<file path="src/rtl/pipe_ctl.sv">
// Pipeline hazard controller: stall/flush arbitration,
// per-register occupancy, stall watchdog and perf counters.
module pipe_ctl #(
  parameter int NSTAGE   = 5,
  parameter int CNTW     = 32,
  parameter int WDOG_CYC = 64
) (
  input  logic              clk,
  input  logic              rst,
  input  logic [NSTAGE-1:0] stallreq,
  input  logic [NSTAGE-1:0] flushreq,
  input  logic              cnt_clr,
  output logic [NSTAGE-1:0] stall,
  output logic [NSTAGE-1:0] flush,
  output logic [NSTAGE-1:0] bubble,
  output logic [NSTAGE-1:0] valid,
  output logic [CNTW-1:0]   stall_cycles,
  output logic [CNTW-1:0]   flush_events,
  output logic              wdog_err
);

  localparam int WW =
    (WDOG_CYC > 0) ? $clog2(WDOG_CYC + 1) : 1;
  localparam logic [WW-1:0] WMAX = WW'(WDOG_CYC);
  localparam logic [WW-1:0] WPRE = WW'(WDOG_CYC - 1);
  localparam bit WEN = (WDOG_CYC > 0);

  int              k;
  int              f;
  logic            hs;
  logic            hf;
  logic            fl_ok;
  logic            any_stall;
  logic            any_flush;
  logic [NSTAGE-1:0] vsrc;
  logic [WW-1:0]   wd_cnt;

  // Oldest stall/flush requester wins; a stall at or
  // above the flushing stage blocks the redirect.
  always_comb begin
    stall  = '0;
    flush  = '0;
    bubble = '0;
    k      = 0;
    f      = 0;
    hs     = 1'b0;
    hf     = 1'b0;
    fl_ok  = 1'b0;
    for (int j = 1; j < NSTAGE; j++) begin
      if (stallreq[j]) begin
        k  = j;
        hs = 1'b1;
      end
      if (flushreq[j]) begin
        f  = j;
        hf = 1'b1;
      end
    end
    fl_ok = hf && !(hs && (k >= f));
    if (rst) begin
      for (int j = 0; j < NSTAGE; j++) begin
        stall[j]  = hs && (j <= k);
        bubble[j] = hs && (j == k + 1);
        flush[j]  = fl_ok && (j >= 1) && (j <= f);
      end
    end
  end

  assign any_stall = |stall;
  assign any_flush = |flush;
  assign vsrc      = {valid[NSTAGE-2:0], 1'b1};

  // Occupancy: hold on stall, clear on bubble/flush,
  // otherwise inherit from the previous register.
  always_ff @(posedge clk) begin
    if (!rst) begin
      valid <= '0;
    end else begin
      for (int j = 0; j < NSTAGE; j++) begin
        if (!stall[j]) begin
          valid[j] <= vsrc[j] & ~flush[j] & ~bubble[j];
        end
      end
    end
  end

  // Watchdog: saturating run length of stalled cycles,
  // sticky error once the run reaches the limit.
  always_ff @(posedge clk) begin
    if (!rst) begin
      wd_cnt   <= '0;
      wdog_err <= 1'b0;
    end else begin
      if (!any_stall || !WEN) begin
        wd_cnt <= '0;
      end else if (wd_cnt != WMAX) begin
        wd_cnt <= wd_cnt + WW'(1);
      end
      if (cnt_clr) begin
        wdog_err <= 1'b0;
      end else if (WEN && any_stall && wd_cnt >= WPRE) begin
        wdog_err <= 1'b1;
      end
    end
  end

  // Saturating perf counters; clear beats increment.
  always_ff @(posedge clk) begin
    if (!rst || cnt_clr) begin
      stall_cycles <= '0;
      flush_events <= '0;
    end else begin
      if (any_stall && stall_cycles != '1) begin
        stall_cycles <= stall_cycles + CNTW'(1);
      end
      if (any_flush && flush_events != '1) begin
        flush_events <= flush_events + CNTW'(1);
      end
    end
  end

endmodule

</file>
<file path="config.mk">
export PLATFORM = sky130hd
export DESIGN_NAME = pipe_ctl
export DESIGN_NICKNAME = d
export VERILOG_FILES = /design/src/rtl/pipe_ctl.sv
export SDC_FILE = /design/constraint.sdc
export NUM_CORES = 1
export LEC_CHECK = 0
export CORE_ASPECT_RATIO = 1.4
export CORE_MARGIN = 2
export CORE_UTILIZATION = 48
export CTS_CLUSTER_DIAMETER = 30
export DETAILED_ROUTE_END_ITERATION = 12
export MAX_ROUTING_LAYER = met4
export PLACE_DENSITY = 0.78
export REMOVE_ABC_BUFFERS = 1
export SLEW_MARGIN = 15
export SYNTH_ARGS = -nofsm -noshare
export SYNTH_HDL_FRONTEND = slang
export SYNTH_SLANG_ARGS = --single-unit
</file>
<file path="constraint.sdc">
create_clock -name clk -period 3 [get_ports clk]
set_clock_uncertainty 0.05 [all_clocks]
set_input_delay 0.3 -clock clk [delete_from_list [all_inputs] [get_ports clk]]
set_output_delay 0.3 -clock clk [all_outputs]
set_load 0.01 [all_outputs]
</file>
## Word-level counts from Yosys, hierarchy flattened

Cells that the tools add are included.

| cells by class | value |
|---|---|
| eq/ne operators | 7 |
| reduce and logical (&&, ||, !) cells | 27 |
| bitwise logic cells | 20 |
| multiplexer cells | 19 |
| order comparisons | 11 |
| add/subtract/negate cells | 4 |

Operators with widths:

| kind | number |
|---|---|
| 3-bit by 32-bit less-or-equal comparator with 1-bit output (first input constant) | 4 |
| 32-bit by 1-bit adder with 32-bit output (second input constant) | 2 |
| 3-bit by 32-bit == test with 1-bit output (first input constant) | 2 |
| 2-bit by 32-bit less-or-equal comparator with 1-bit output (first input constant) | 2 |
| 4-bit by 32-bit less-or-equal comparator with 1-bit output (first input constant) | 2 |
| 32-bit 2-to-1 mux | 2 |
| 32-bit != test (second input constant) | 2 |
| 32-bit by 2-bit adder with 32-bit output (second input constant) | 1 |
| 2-bit by 32-bit == test with 1-bit output (first input constant) | 1 |
| 4-bit by 32-bit == test with 1-bit output (first input constant) | 1 |
| 32-bit >= comparator | 1 |
| 1-bit by 32-bit less-or-equal comparator with 1-bit output (first input constant) | 1 |
| 32-bit zero test | 1 |
| 1-bit logical AND | 19 |
| 5-bit 2-to-1 mux | 3 |
| 1-bit NOT | 11 |
| 1-bit 2-to-1 mux | 10 |
| 5-bit OR reduction | 2 |
| 1-bit AND | 9 |
| 2-bit 2-to-1 mux | 4 |
| 7-bit by 1-bit adder with 7-bit output (second input constant) | 1 |
| 7-bit by 6-bit >= comparator with 1-bit output (second input constant) | 1 |
| 7-bit != test (second input constant) | 1 |
| 1-bit zero test | 2 |
| 3 further kinds | 3 |

| word-level totals | value |
|---|---|
| bits of input ports | 13 |
| word-level logic and storage cells | 97 |
| output and inout bits | 85 |
| flip-flop bits (word level) | 77 |

## Logic depth before layout (Yosys ltp)

| depth | value |
|---|---|
| depth after elaboration | 13 |
| gate-level depth with buffers | 12 |
| mapped depth without buffers | 11 |

## Least setup slack after synthesis

OpenSTA, ideal clock, no wires.

| timing | value |
|---|---|
| kind | input to register |
| start | in stallreq[1] |
| end | reg flush_events[27] |
| slack | 426 ps |
| buffers on the path | 1 |
| arrival time | 2453 ps |
| cell stages on the path | 10 |
| required time | 2880 ps |
| setup time | 70 ps |
| path through | nor2b_1 > o21ai_0 > ha_1 > nand2b_1 > a211oi_1 > o21ai_2 > a211o_1 > buf_6 > or3_1 > a21oi_1 |

| between the ends | value |
|---|---|
| longest elaborated chain between the ends | 12 |
| elaborated cells between the ends (all ways) | 19 |
| those cells by class | order compare: 1; mux: 9; reduce/logical: 9 |

RTL lines:

| element | line | RTL |
|---|---|---|
| start, declared | 10 | `input logic [NSTAGE-1:0] stallreq,` |
| 1-bit 2-to-1 mux | 50 | `if (stallreq[j]) begin` |
| 2-bit 2-to-1 mux (2 in series) | 50 |  |
| 32-bit 2-to-1 mux | 50 |  |
| 32-bit >= comparator | 59 | `fl_ok = hf && !(hs && (k >= f));` |
| 1-bit logical AND (*) | 59 |  |
| 1-bit zero test (*) | 59 |  |
| 1-bit logical AND (*) | 59 |  |
| 1-bit logical AND | 64 | `flush[j] = fl_ok && (j >= 1) && (j <= f);` |
| 5-bit 2-to-1 mux (*) | 60 | `if (rst) begin` |
| 5-bit OR reduction (*) | 70 | `assign any_flush = \|flush;` |
| 1-bit logical AND (*) | 116 | `if (any_flush && flush_events != '1) begin` |
| end signal, assigned | 117 | `flush_events <= flush_events + CNTW'(1);` |
| end, declared | 18 | `output logic [CNTW-1:0] flush_events,` |

Every way passes the cells marked *; elsewhere a longest branch is shown, timed or not.
A chain may end at the register's enable or synchronous reset.

## Final worst setup path

| timing | value |
|---|---|
| start | in stallreq[1] |
| end | out flush[2] |

| between the ends | value |
|---|---|
| longest elaborated chain between the ends | 10 |
| elaborated cells between the ends (all ways) | 14 |
| those cells by class | order compare: 1; mux: 9; reduce/logical: 4 |

RTL lines:

| element | line | RTL |
|---|---|---|
| 1-bit 2-to-1 mux | 50 |  |
| 2-bit 2-to-1 mux (2 in series) | 50 |  |
| 32-bit 2-to-1 mux | 50 |  |
| 32-bit >= comparator | 59 |  |
| 1-bit logical AND (*) | 59 |  |
| 1-bit zero test (*) | 59 |  |
| 1-bit logical AND (*) | 59 |  |
| 1-bit logical AND (*) | 64 |  |
| 5-bit 2-to-1 mux (*) | 60 |  |
| end, declared | 14 | `output logic [NSTAGE-1:0] flush,` |

Marked as above.

==> flow_summary.yaml <==
pwr:
  clkPwrFrac_pct: 39.2
  p_comb_share_pct: 8.8
  totalPowerFinal_w: 0.00199
  p_int_w: 0.00151
  p_switching_w: 0.000484
  p_per_area_mw_per_mm2: 379
  power_frac_seq_pct: 51.9
  p_leak_nw: 1.82
  max-vdd-ir-drop_mv: 0.369
  power.share.switching_pct: 24.2
setup_path:
  r2r-end: "flush_events[31]$_SDFFE_PP0P_"
  r2r_start: "flush_events[7]$_SDFFE_PP0P_"
  endpoint_kind: "primary output"
  reg2regPathDepth: 7
  cp_max_fo: 2
  r2r_slack_ns: 0.66
  arrival_ns: 2.52
  start_kind: "primary input"
  required_ns: 2.65
  crit_type: "primary input to primary output"
global_routing:
  overflow: 0
  antenna_found_initial: 0
  grt_pass1_wl_um: 17300
  grt_max_degree: 35
  grt_pass1_vias: 3759
  grt_usage_pct: 25.0
logic_synthesis:
  synth_area_per_cell_um2: 8.17
  synth_top_area_share_pct: 39.6
  synth_common_cells: "77 x dfxtp_1, 77 x nor2_1, 41 x nand3_1"
  synth_cell_type_count: 50
  yosys.area.top_type: "dfxtp_1"
  ys_async_sr_fraction_pct: 0
  yosysSeqAreaShare_pct: 39.6
  synth_edf_count: 0
  ys_ff_latch: 77
  synthFlopType: "dfxtp_1"
  synth.cell_area_mm2: 0.00390
  netlist_instances: 477
  synth_area_leaders: "dfxtp_1 40%, nor2_1 7.4%, xor2_1 6.5%, nand3_1 5.3%, xnor2_1 5.2%"
  yosys_warnings: 0
placed_design:
  place_ws_ns: -0.177
  placed_cells: 676
  hpwl_um: 7510
  gp_congestion: 0.865
  io_buffers: 94
layout:
  syn_to_final_growth_pct: 35.1
  fin_nets: 608
  diodes: 0
  seq_area_mm2: 0.00154
  final_util_pct: 67.5
  multi_input_area_mm2: 0.00224
  drive_gt1_share_pct: 8.45
  fill_cells: 674
  finalNonFillerCells: 692
die:
  io_pins: 98
  core_region_area_mm2: 0.00780
  start_util_pct: 50.0
  dieArea_mm2: 0.00886
  die_y_um: 111
  fp-row-count: 38
  die_w_um: 80.1
timing:
  period_minus_slack_ns: 2.87
  fin_crit_sh_pct: 95.8
  hold_violations: 0
  finalMaxSlewViolations: 0
  tightest_slew_ns: 0.679
  final-setup-viol-count: 0
  max-slew-margin-rel_pct: 54.2
  holdWs_ns: 0.422
  max_freq_mhz: 348
  final.setup.worst_slack_ns: 0.126
clocking:
  path_clk_slew_ns: 0.07
  ctsRootBufferMaster: "clkbuf_8"
  insertion_delay_ns: 0.35
  cts_htree_levels: 3
  cts_buffers: 9
  cts_buffer_depth: 2
  cts_tree: "done"
  cts_sinks: 77
  ctsHoldBuffers: 0
  postCtsSetupBuffers: 0
route:
  route.detailed.drc: 0
  via_per_inst: 5.60
  ant_nets: 0
  wire_per_inst_um: 14.8
  wl_um: 10300
  drt_iter0_drc: 180
  vias: 3874
  drt_pass1_iterations: 4
outcome:
  status: "finished clean"
hold_path:
  hold-path-endpoint: "wdog_err$_SDFFE_PP0P_"
  min-delay-start: "wdog_err$_SDFFE_PP0P_"
  hold_path_depth: 2
  hold_path_class: "register to register"
flow_run:
  cap_violations: 0
-- final cells by class --
type	instances	area share, %
Multi-Input combinational cell	368	42.5
Sequential cell	77	29.3
Timing Repair Buffer	116	21.1
Clock buffer	12	2.76
Tap cell	100	2.38
Inverter	15	1.07
Clock inverter	4	0.903
-- worst max path at each step --
stage	start	endpoint	slack [ns]	depth (start not counted)
after floorplan	stallreq[1]	flush_events[31]$_SDFFE_PP0P_	0.31	9
after global placement	stallreq[1]	flush_events[31]$_SDFFE_PP0P_	-0.14	11
after detailed placement	stallreq[1]	flush_events[31]$_SDFFE_PP0P_	-0.18	11
after CTS	stallreq[1]	flush[1]	0.003	10
after global routing	stallreq[1]	flush[2]	-0.009	8
final	stallreq[1]	flush[2]	0.13	8
-- critical path, stage by stage --
cell	delay [ns]
clkdlybuf4s50_1	0.47
nor2b_1	0.14
o21ai_1	0.10
ha_1	0.30
nand2b_1	0.17
a211o_1	0.31
a21oi_2	0.18
clkdlybuf4s50_1	0.57
-- registers in the layout (all words and copies together), names as in the netlist --
signal	flops
valid	5
flush_events	32
wdog_err	1
wd_cnt	7
stall_cycles	32
-- logic make-up after synthesis --
group	share of synthesized area, %
adder cells (fa/ha/maj)	2.57
flip-flops	39.6
AND/OR/NAND/NOR	33.1
XOR/XNOR	11.7
other	0.0962
buffers and inverters	3.40
AO/OA/AOI/OAI	9.02
multiplexers	0.514
-- what timing repair did --
item / in CTS / in global routing
pin swaps: 0 / 0
gates resized for setup: 2 / 4
setup endpoints to repair: 3 / 3
-- cells in the final DEF (no fill, tap or decap), types with 4 or more instances in the layout --
cell	count
clkdlybuf4s50_1	91
nor2_1	77
dfxtp_1	77
nand3_1	41
nand2_1	31
xor2_1	29
xnor2_1	23
buf_4	22
nand4_1	18
nor3_1	16
inv_1	14
a21oi_1	14
and3_1	13
o21ai_0	12
nor4_1	10
or3_1	10
clkbuf_8	10
ha_1	8
or4_1	5
a21boi_0	4
and2_1	4
nor3b_1	4
and4_1	4
-- through the flow --
step           instance area, um2  setup TNS (ns)
4_1_cts                      5260               0
3_3_place_gp                 5060          -0.736
3_5_place_dp                 5060           -1.04
2_1_floorplan                3820               0
5_1_grt                      5270        -0.00860
6_report                     5270               0
-- power by group through the flow --
stage / clock [W] / combinational [W] / sequential, W
after floorplan: 0 / 0.0000800 / 0.00106
after global placement: 0 / 0.000172 / 0.00106
after detailed placement: 0 / 0.000176 / 0.00106
after CTS: 0.000804 / 0.000176 / 0.00104
after global routing: 0.000846 / 0.000195 / 0.00104
final: 0.000783 / 0.000177 / 0.00104
-- metal layers --
metal  share of wire [%]  wire, um  track usage (%)  vias to the layer above
met2                  52      5360             41.6                      110
li1                    -         -                -                     1895
met1                  41      4180             28.8                     1846
met4                 2.0       202             9.15                        0
met5                   0         0                -                        -
met3                 5.1       523             6.05                       23
Note: power is estimated with default switching activity, not from simulation.
